`src/rtl/trap_ctrl_if.sv`:
```
// Trap controller bundle: commit, memory drain, CSR command and
// fetch redirect signals shared between trap_ctrl and its neighbours.
interface trap_ctrl_if;
  logic        commit_valid;
  logic        commit_ready;
  logic [63:0] commit_pc;
  logic        commit_ecall;
  logic        commit_mret;
  logic        mem_busy;
  logic        csr_ecall;
  logic        csr_mret;
  logic [63:0] csr_pc;
  logic [63:0] csr_next_pc;
  logic        flush;
  logic        redirect_valid;
  logic        redirect_ready;
  logic [63:0] redirect_pc;
  logic [31:0] trap_count;
  logic        drain_error;

  modport master (
    input  commit_valid, commit_pc, commit_ecall, commit_mret,
    input  mem_busy, csr_next_pc, redirect_ready,
    output commit_ready, csr_ecall, csr_mret, csr_pc,
    output flush, redirect_valid, redirect_pc,
    output trap_count, drain_error
  );

  modport slave (
    output commit_valid, commit_pc, commit_ecall, commit_mret,
    output mem_busy, csr_next_pc, redirect_ready,
    input  commit_ready, csr_ecall, csr_mret, csr_pc,
    input  flush, redirect_valid, redirect_pc,
    input  trap_count, drain_error
  );
endinterface

```
`src/rtl/trap_ctrl.sv`:
```
// Commit-side trap sequencer: drain memory, issue ecall/mret to the
// CSR file, then hand the CSR target PC to fetch as a redirect.
module trap_ctrl #(
  parameter int unsigned DRAIN_TIMEOUT = 255
) (
  input  logic        clk,
  input  logic        reset,
  trap_ctrl_if.master bus
);

  typedef enum logic [1:0] {
    IDLE, DRAIN, ISSUE, REDIRECT
  } state_e;

  localparam logic [7:0] LAST = 8'(DRAIN_TIMEOUT - 1);

  state_e      state_q, state_d;
  logic [63:0] pc_q, pc_d;
  logic        kind_q, kind_d;
  logic [7:0]  drain_cnt_q, drain_cnt_d;
  logic        err_q, err_d;
  logic [63:0] rpc_q, rpc_d;
  logic [31:0] tcnt_q, tcnt_d;
  logic        ecall_q, ecall_d;
  logic        mret_q, mret_d;
  logic        flush_q, flush_d;
  logic        rv_q, rv_d;

  logic is_trap;
  assign is_trap = bus.commit_ecall | bus.commit_mret;

  always_comb begin
    state_d     = state_q;
    pc_d        = pc_q;
    kind_d      = kind_q;
    drain_cnt_d = drain_cnt_q;
    err_d       = err_q;
    rpc_d       = rpc_q;
    tcnt_d      = tcnt_q;
    unique case (state_q)
      IDLE: begin
        if (bus.commit_valid && is_trap) begin
          pc_d        = bus.commit_pc;
          kind_d      = bus.commit_ecall;
          drain_cnt_d = '0;
          state_d     = DRAIN;
        end
      end
      DRAIN: begin
        drain_cnt_d = drain_cnt_q + 8'd1;
        if (!bus.mem_busy) begin
          state_d = ISSUE;
        end else if (drain_cnt_q == LAST) begin
          err_d   = 1'b1;
          state_d = ISSUE;
        end
      end
      ISSUE: begin
        rpc_d = {bus.csr_next_pc[63:2], 2'b00};
        if (tcnt_q != 32'hFFFF_FFFF) begin
          tcnt_d = tcnt_q + 32'd1;
        end
        state_d = REDIRECT;
      end
      REDIRECT: begin
        if (bus.redirect_ready) begin
          state_d = IDLE;
        end
      end
      default: state_d = IDLE;
    endcase
  end

  // Command/redirect/flush flops decode the next state so they are
  // registered yet line up with the state they belong to.
  always_comb begin
    ecall_d = (state_d == ISSUE) && kind_d;
    mret_d  = (state_d == ISSUE) && !kind_d;
    flush_d = (state_d != IDLE);
    rv_d    = (state_d == REDIRECT);
  end

  always_ff @(posedge clk or posedge reset) begin
    if (reset) begin
      state_q     <= IDLE;
      pc_q        <= '0;
      kind_q      <= 1'b0;
      drain_cnt_q <= '0;
      err_q       <= 1'b0;
      rpc_q       <= '0;
      tcnt_q      <= '0;
      ecall_q     <= 1'b0;
      mret_q      <= 1'b0;
      flush_q     <= 1'b0;
      rv_q        <= 1'b0;
    end else begin
      state_q     <= state_d;
      pc_q        <= pc_d;
      kind_q      <= kind_d;
      drain_cnt_q <= drain_cnt_d;
      err_q       <= err_d;
      rpc_q       <= rpc_d;
      tcnt_q      <= tcnt_d;
      ecall_q     <= ecall_d;
      mret_q      <= mret_d;
      flush_q     <= flush_d;
      rv_q        <= rv_d;
    end
  end

  assign bus.commit_ready   = (state_q == IDLE);
  assign bus.csr_ecall      = ecall_q;
  assign bus.csr_mret       = mret_q;
  assign bus.csr_pc         = pc_q;
  assign bus.flush          = flush_q;
  assign bus.redirect_valid = rv_q;
  assign bus.redirect_pc    = rpc_q;
  assign bus.trap_count     = tcnt_q;
  assign bus.drain_error    = err_q;

endmodule

```
`src/flat_wrapper.sv`:
```
// flat-port wrapper written by rule: the top's interface ports become plain ports
module trap_ctrl_flat 
#(
  parameter int unsigned DRAIN_TIMEOUT = 255
)
  (clk, reset, bus_commit_valid, bus_commit_pc, bus_commit_ecall, bus_commit_mret, bus_mem_busy, bus_csr_next_pc, bus_redirect_ready, bus_commit_ready, bus_csr_ecall, bus_csr_mret, bus_csr_pc, bus_flush, bus_redirect_valid, bus_redirect_pc, bus_trap_count, bus_drain_error);
  trap_ctrl_if bus_i ();
  input  logic clk;
  input  logic reset;
  input wire logic [$bits(bus_i.commit_valid)-1:0] bus_commit_valid;
  input wire logic [$bits(bus_i.commit_pc)-1:0] bus_commit_pc;
  input wire logic [$bits(bus_i.commit_ecall)-1:0] bus_commit_ecall;
  input wire logic [$bits(bus_i.commit_mret)-1:0] bus_commit_mret;
  input wire logic [$bits(bus_i.mem_busy)-1:0] bus_mem_busy;
  input wire logic [$bits(bus_i.csr_next_pc)-1:0] bus_csr_next_pc;
  input wire logic [$bits(bus_i.redirect_ready)-1:0] bus_redirect_ready;
  output wire logic [$bits(bus_i.commit_ready)-1:0] bus_commit_ready;
  output wire logic [$bits(bus_i.csr_ecall)-1:0] bus_csr_ecall;
  output wire logic [$bits(bus_i.csr_mret)-1:0] bus_csr_mret;
  output wire logic [$bits(bus_i.csr_pc)-1:0] bus_csr_pc;
  output wire logic [$bits(bus_i.flush)-1:0] bus_flush;
  output wire logic [$bits(bus_i.redirect_valid)-1:0] bus_redirect_valid;
  output wire logic [$bits(bus_i.redirect_pc)-1:0] bus_redirect_pc;
  output wire logic [$bits(bus_i.trap_count)-1:0] bus_trap_count;
  output wire logic [$bits(bus_i.drain_error)-1:0] bus_drain_error;
  assign bus_i.commit_valid = bus_commit_valid;
  assign bus_i.commit_pc = bus_commit_pc;
  assign bus_i.commit_ecall = bus_commit_ecall;
  assign bus_i.commit_mret = bus_commit_mret;
  assign bus_i.mem_busy = bus_mem_busy;
  assign bus_i.csr_next_pc = bus_csr_next_pc;
  assign bus_i.redirect_ready = bus_redirect_ready;
  assign bus_commit_ready = bus_i.commit_ready;
  assign bus_csr_ecall = bus_i.csr_ecall;
  assign bus_csr_mret = bus_i.csr_mret;
  assign bus_csr_pc = bus_i.csr_pc;
  assign bus_flush = bus_i.flush;
  assign bus_redirect_valid = bus_i.redirect_valid;
  assign bus_redirect_pc = bus_i.redirect_pc;
  assign bus_trap_count = bus_i.trap_count;
  assign bus_drain_error = bus_i.drain_error;
  trap_ctrl #(.DRAIN_TIMEOUT(DRAIN_TIMEOUT)) u_core (.clk(clk), .reset(reset), .bus(bus_i));
endmodule
```
`config.mk`:
```
export PLATFORM = sky130hd
export DESIGN_NAME = trap_ctrl_flat
export DESIGN_NICKNAME = d
export VERILOG_FILES = /design/src/rtl/trap_ctrl_if.sv /design/src/rtl/trap_ctrl.sv /design/src/flat_wrapper.sv
export SDC_FILE = /design/constraint.sdc
export NUM_CORES = 1
export LEC_CHECK = 0
export ABC_AREA = 0
export BUFFER_PORTS_ARGS = -buffer_cell sky130_fd_sc_hd__buf_4
export CAP_MARGIN = 10
export CELL_PAD_IN_SITES_DETAIL_PLACEMENT = 0
export CELL_PAD_IN_SITES_GLOBAL_PLACEMENT = 1
export CORE_ASPECT_RATIO = 1.5
export CORE_MARGIN = 2
export CORE_UTILIZATION = 31
export CTS_CLUSTER_SIZE = 28
export DETAILED_ROUTE_END_ITERATION = 8
export GPL_ROUTABILITY_DRIVEN = 0
export PLACE_DENSITY_LB_ADDON = 0.1
export SETUP_SLACK_MARGIN = 0.2
export SYNTH_ARGS = -nofsm -noshare
export SYNTH_HDL_FRONTEND = slang
export SYNTH_SLANG_ARGS = --single-unit
```
`constraint.sdc`:
```
create_clock -name clk -period 5 [get_ports clk]
set_clock_uncertainty 0.05 [all_clocks]
set_input_delay 0.25 -clock clk [delete_from_list [all_inputs] [get_ports clk]]
set_output_delay 0.25 -clock clk [all_outputs]
set_load 0.01 [all_outputs]
```
=== Word-level counts from Yosys, hierarchy flattened ===
Cells that the tools add are included.

* Register bits after elaboration: 174
* Output and inout bits: 166
* Word-level logic and storage cells: 42

* $add $sub $neg: 2
* Equal/unequal tests: 8
* Mux-type cells: 9
* Bitwise logic cells: 1
* Reductions and logical operators: 11

{| class="wikitable"
|+ Operator list
! operator !! number
|-
| adder 32 x 1 -> 32 bit, second input constant || 1
|-
| inequality test 32 bit, second input constant || 1
|-
| case mux 8 bit (2 select lines) || 1
|-
| adder 8 x 1 -> 8 bit, second input constant || 1
|-
| == test 2 bit, second input constant || 4
|-
| == test 8 bit, second input constant || 1
|-
| two-way mux 2 bit || 4
|-
| two-way mux 8 bit || 1
|-
| case mux 2 bit (4 select lines) || 1
|-
| AND reduction 2 bit || 3
|-
| nonzero test 2 bit || 2
|-
| logical AND 1 bit || 3
|-
| AND reduction 3 bit || 1
|-
| == test 2 x 1 -> 1 bit, second input constant || 1
|-
| zero test 2 bit || 1
|-
| two-way mux 1 bit || 2
|-
| inequality test 2 x 1 -> 1 bit, second input constant || 1
|-
| zero test 1 bit || 1
|-
| OR 1 bit || 1
|}

=== Depth between registers and ports, before layout ===
* Word-level depth: 6
* Depth in mapped cells: 7

=== Least setup slack after synthesis ===
OpenSTA, ideal clock, no wires.

* Kind: reg2reg
* Start: reg u_core.tcnt_q[8], in the netlist u_core.bus.trap_count[8]
* End: reg u_core.tcnt_q[1], in the netlist u_core.bus.trap_count[1]
* Arrival time: 2.023 ns
* Data required time: 4.822 ns
* Slack: 2.800 ns
* Stages on the path, launching flop included: 7
* Path buffers: 1
* Path through: dfrtp_1 > nand4_2 > or4_4 > or3b_1 > buf_6 > nand2_1 > mux2_1

* Word-level cells in the longest chain between the ends: 2

{| class="wikitable"
|+ RTL lines
! element !! RTL line !! text
|-
| start: declaration || trap_ctrl.sv:23 || <nowiki>logic [31:0] tcnt_q, tcnt_d;</nowiki>
|-
| start signal: assignment || trap_ctrl.sv:103 || <nowiki>tcnt_q <= tcnt_d;</nowiki>
|-
| inequality test 32 bit || trap_ctrl.sv:60 || <nowiki>if (tcnt_q != 32'hFFFF_FFFF) begin</nowiki>
|-
| AND reduction 2 bit (no source line) || n/a ||
|}

Every way passes these cells.
A chain may end at the register's enable or synchronous reset.

=== Worst setup path in the final report ===
* Start: reg u_core.tcnt_q[22], in the netlist u_core.bus.trap_count[22]
* End: reg u_core.tcnt_q[1], in the netlist u_core.bus.trap_count[1]

The elaborated chain is that of the path after synthesis.

==> out/qor.txt <==
drt via density: 4.40
Placeable Area: 22200 sq um
Clock power frac: 0.227
post-layout net count: 1306
logic gate share of total power: 0.386
CP max stage delay: 0.71 ns
R2R Path End: u_core.bus.trap_count[1]
NetSw: 2110 uW
Slowest-stage cell, CP: or3b_1
post-route ant nets: 0
DR vias: 6405
vias in the first global route: 6616
TritonCTS clock tree: done
die width: 127 um
Row Count: 67
R2R depth: 5
switching share of power: 0.354
Worst EP required: 5.26 ns
CTS H-tree lvls: 4
FF-to-FF setup slack: 2.39 ns
power per standard cell area: 525 nW/um^2
worst setup path class: reg -> reg
DPL Wire Length: 14.0 mm
post-synth cell types: 39
Slew Viols, Final: 0
Hold Path Sink: u_core.kind_q
post-synthesis sequential area ratio: 0.623
dominant synthesized flop cell: dfrtp_1
number of flops mapped to enable cells by yosys: 0
CP Capture Type: flop
number of DRC violations after detailed-routing iteration 0: 258
fin crit share: 0.523
hold depth: 3
Area Growth Syn to Fin: 62.3%
Clock Latency Late Sink: 0.43 ns
Starting Density: 0.315
Leak: 0.00597 uW
Syn Area/Cell: 9.29 sq um
worst hold path class: in -> reg
initial antenna violation count: 0
Die H: 188 um
Bufs on Longest Clock Path: 2
cts bufs inserted: 17
largest net degree at the start of global routing: 71
commonest non-fill, non-tap cell in the layout: nand2_1
Synth Cell Area: 6990 sq um
Tightest Pin Transition: 0.903 ns
setup_tns: 0 ns
Avg WL per Cell: 14.1 um
port bufs: 296
final wirelength: 20.6 mm
leading cell types in the layout, fill and taps excluded: nand2_1, buf_4, dfrtp_1, dlygate4sd3_1, xnor2_1
fmax: 0.383 GHz
post-CTS sizing: 0
Remaining Overflow, GRT: 0
final hold vios: 0
CP cell instances: nand4_1 -> nor4b_2 -> or3b_1 -> nand2_1 -> mux2_1
Hold Startpoint: bus_commit_ecall
worst vdd ir: 0.233 mV
GRT Total Usage: 0.178
io pins: 301
first-pass GRT wire length: 33.8 mm
Worst R2R Start: u_core.bus.trap_count[22]
final setup fails: 0
Final min period: 2.61 ns
Placed Instances: 1298
Max-Cap Viols: 0
flops & latches, synth: 174
Ys Warns: 0
die area: 23800 sq um
ys async rst share: 1.00
RSZ-0062 raised after global routing: no
status: completed
Setup Buffers After CTS: 0
Clk pin slew, worst setup/hold paths: 0.06 ns
WP data arrival: 2.88 ns
slew margin rel.: 0.396
1st-pass router iterations: 4
Cell Count, Final, Fillers Out: 1457
crit start category: flop
n_diodes: 0
Post-Syn Instances: 753
ratio of cells with drive above 1 in the final layout: 0.291
Worst Path Max Fanout: 18
Root Buffer: clkbuf_16
drt drc: 0
Sequential Power Share: 0.386
Internal: 3850 uW
clk sinks: 174
## sequential cells by signal (all words and copies together) (netlist names)
register and cells:
u_core.bus.flush 1, u_core.bus.redirect_pc 62, u_core.kind_q 1, u_core.bus.drain_error 1, u_core.bus.csr_ecall 1, u_core.bus.csr_pc 64
u_core.bus.trap_count 32, u_core.drain_cnt_q 8, u_core.bus.csr_mret 1, u_core.state_q 2, u_core.bus.redirect_valid 1
## synthesized netlist by cell type, types with 4 or more instances
library cell	number	area (sq um)
nor3_1	4	20.0
nand3_1	21	105
and3_1	8	50.1
nand4_1	13	81.3
clkbuf_1	21	78.8
nand2_1	405	1520
nor3b_1	5	37.5
buf_1	9	33.8
a21oi_1	5	25.0
xnor2_1	23	201
xor2_1	6	52.6
dfrtp_1	174	4350
nor2_1	9	33.8
o21ai_0	9	45.0
inv_1	6	22.5
## timing repair
item / CTS / global route
hold endpoints to repair: 165 / 0
hold buffers: 127 / 0
endpoints found under the setup margin: 0 / 0
## worst max-delay path, delay by kind of cell (launching register included)
kind	cells	cell delay, ns
muxes	1	0.33
and+or+nand+nor	4	1.65
DFF	1	0.46
## through the flow
| stage | util | cell area, sq um | hold slack [ns] | power, uW | setup slack (ns) |
|---|---|---|---|---|---|
| final | 0.511 | 11300 | 0.0204 | 5960 | 2.39 |
| after global routing | 0.511 | 11300 | 0.0339 | 6440 | 2.19 |
| after CTS | 0.511 | 11300 | 0.00131 | 6070 | 2.34 |
| after detailed placement | 0.427 | 9480 | 0.392 | 4600 | 2.34 |
| after global placement | 0.427 | 9480 | 0.389 | 4580 | 2.37 |
| after floorplan | - | 7000 | 0.305 | 3360 | 2.48 |
## cell families after synthesis
| logic type | share of synthesized area |
|---|---|
| XOR/XNOR | 0.0363 |
| buffers and inverters | 0.0247 |
| other | 0.000536 |
| AND/OR/NAND/NOR | 0.293 |
| adder cells (fa/ha/maj) | 0.00537 |
| multiplexers | 0.00465 |
| AO/OA/AOI/OAI | 0.0131 |
| flip-flops | 0.623 |
## worst max path at each step
stage                                          from                        to  slack [ns]  depth (start not counted)
after global placement    u_core.bus.trap_count[22]  u_core.bus.trap_count[1]        2.37                          5
after floorplan                               reset      u_core.bus.csr_ecall        2.48                          1
after global routing      u_core.bus.trap_count[22]  u_core.bus.trap_count[1]        2.19                          5
after CTS                 u_core.bus.trap_count[22]  u_core.bus.trap_count[1]        2.34                          5
final                     u_core.bus.trap_count[22]  u_core.bus.trap_count[1]        2.39                          5
after detailed placement  u_core.bus.trap_count[22]  u_core.bus.trap_count[1]        2.34                          5
## power groups by stage
stage / registers [uW] / logic [uW] / clock network, uW
detailed placement: 2320 / 2290 / 0
global route: 2380 / 2580 / 1470
finish: 2300 / 2300 / 1350
global placement: 2300 / 2270 / 0
floorplan: 2530 / 828 / 0
CTS: 2300 / 2370 / 1400
## layer usage
layer,wire length [um],part of all wire,track usage,vias to the layer above
met3,1370,0.067,0.0525,28
met1,8230,0.40,0.207,2992
met4,489,0.024,0.0702,0
li1,-,-,-,3185
met5,0,0,0,-
met2,10500,0.51,0.306,200
## layout make-up
class / count / area (sq um)
multi-input cells: 540 / 2490
clock inverters: 10 / 139
flip-flops and latches: 174 / 4350
fillers: 2095 / 10900
repair buffers: 429 / 3540
well taps: 276 / 345
inverters: 6 / 26.3
clock buffers: 22 / 454
(Power assumes the default switching activity.)
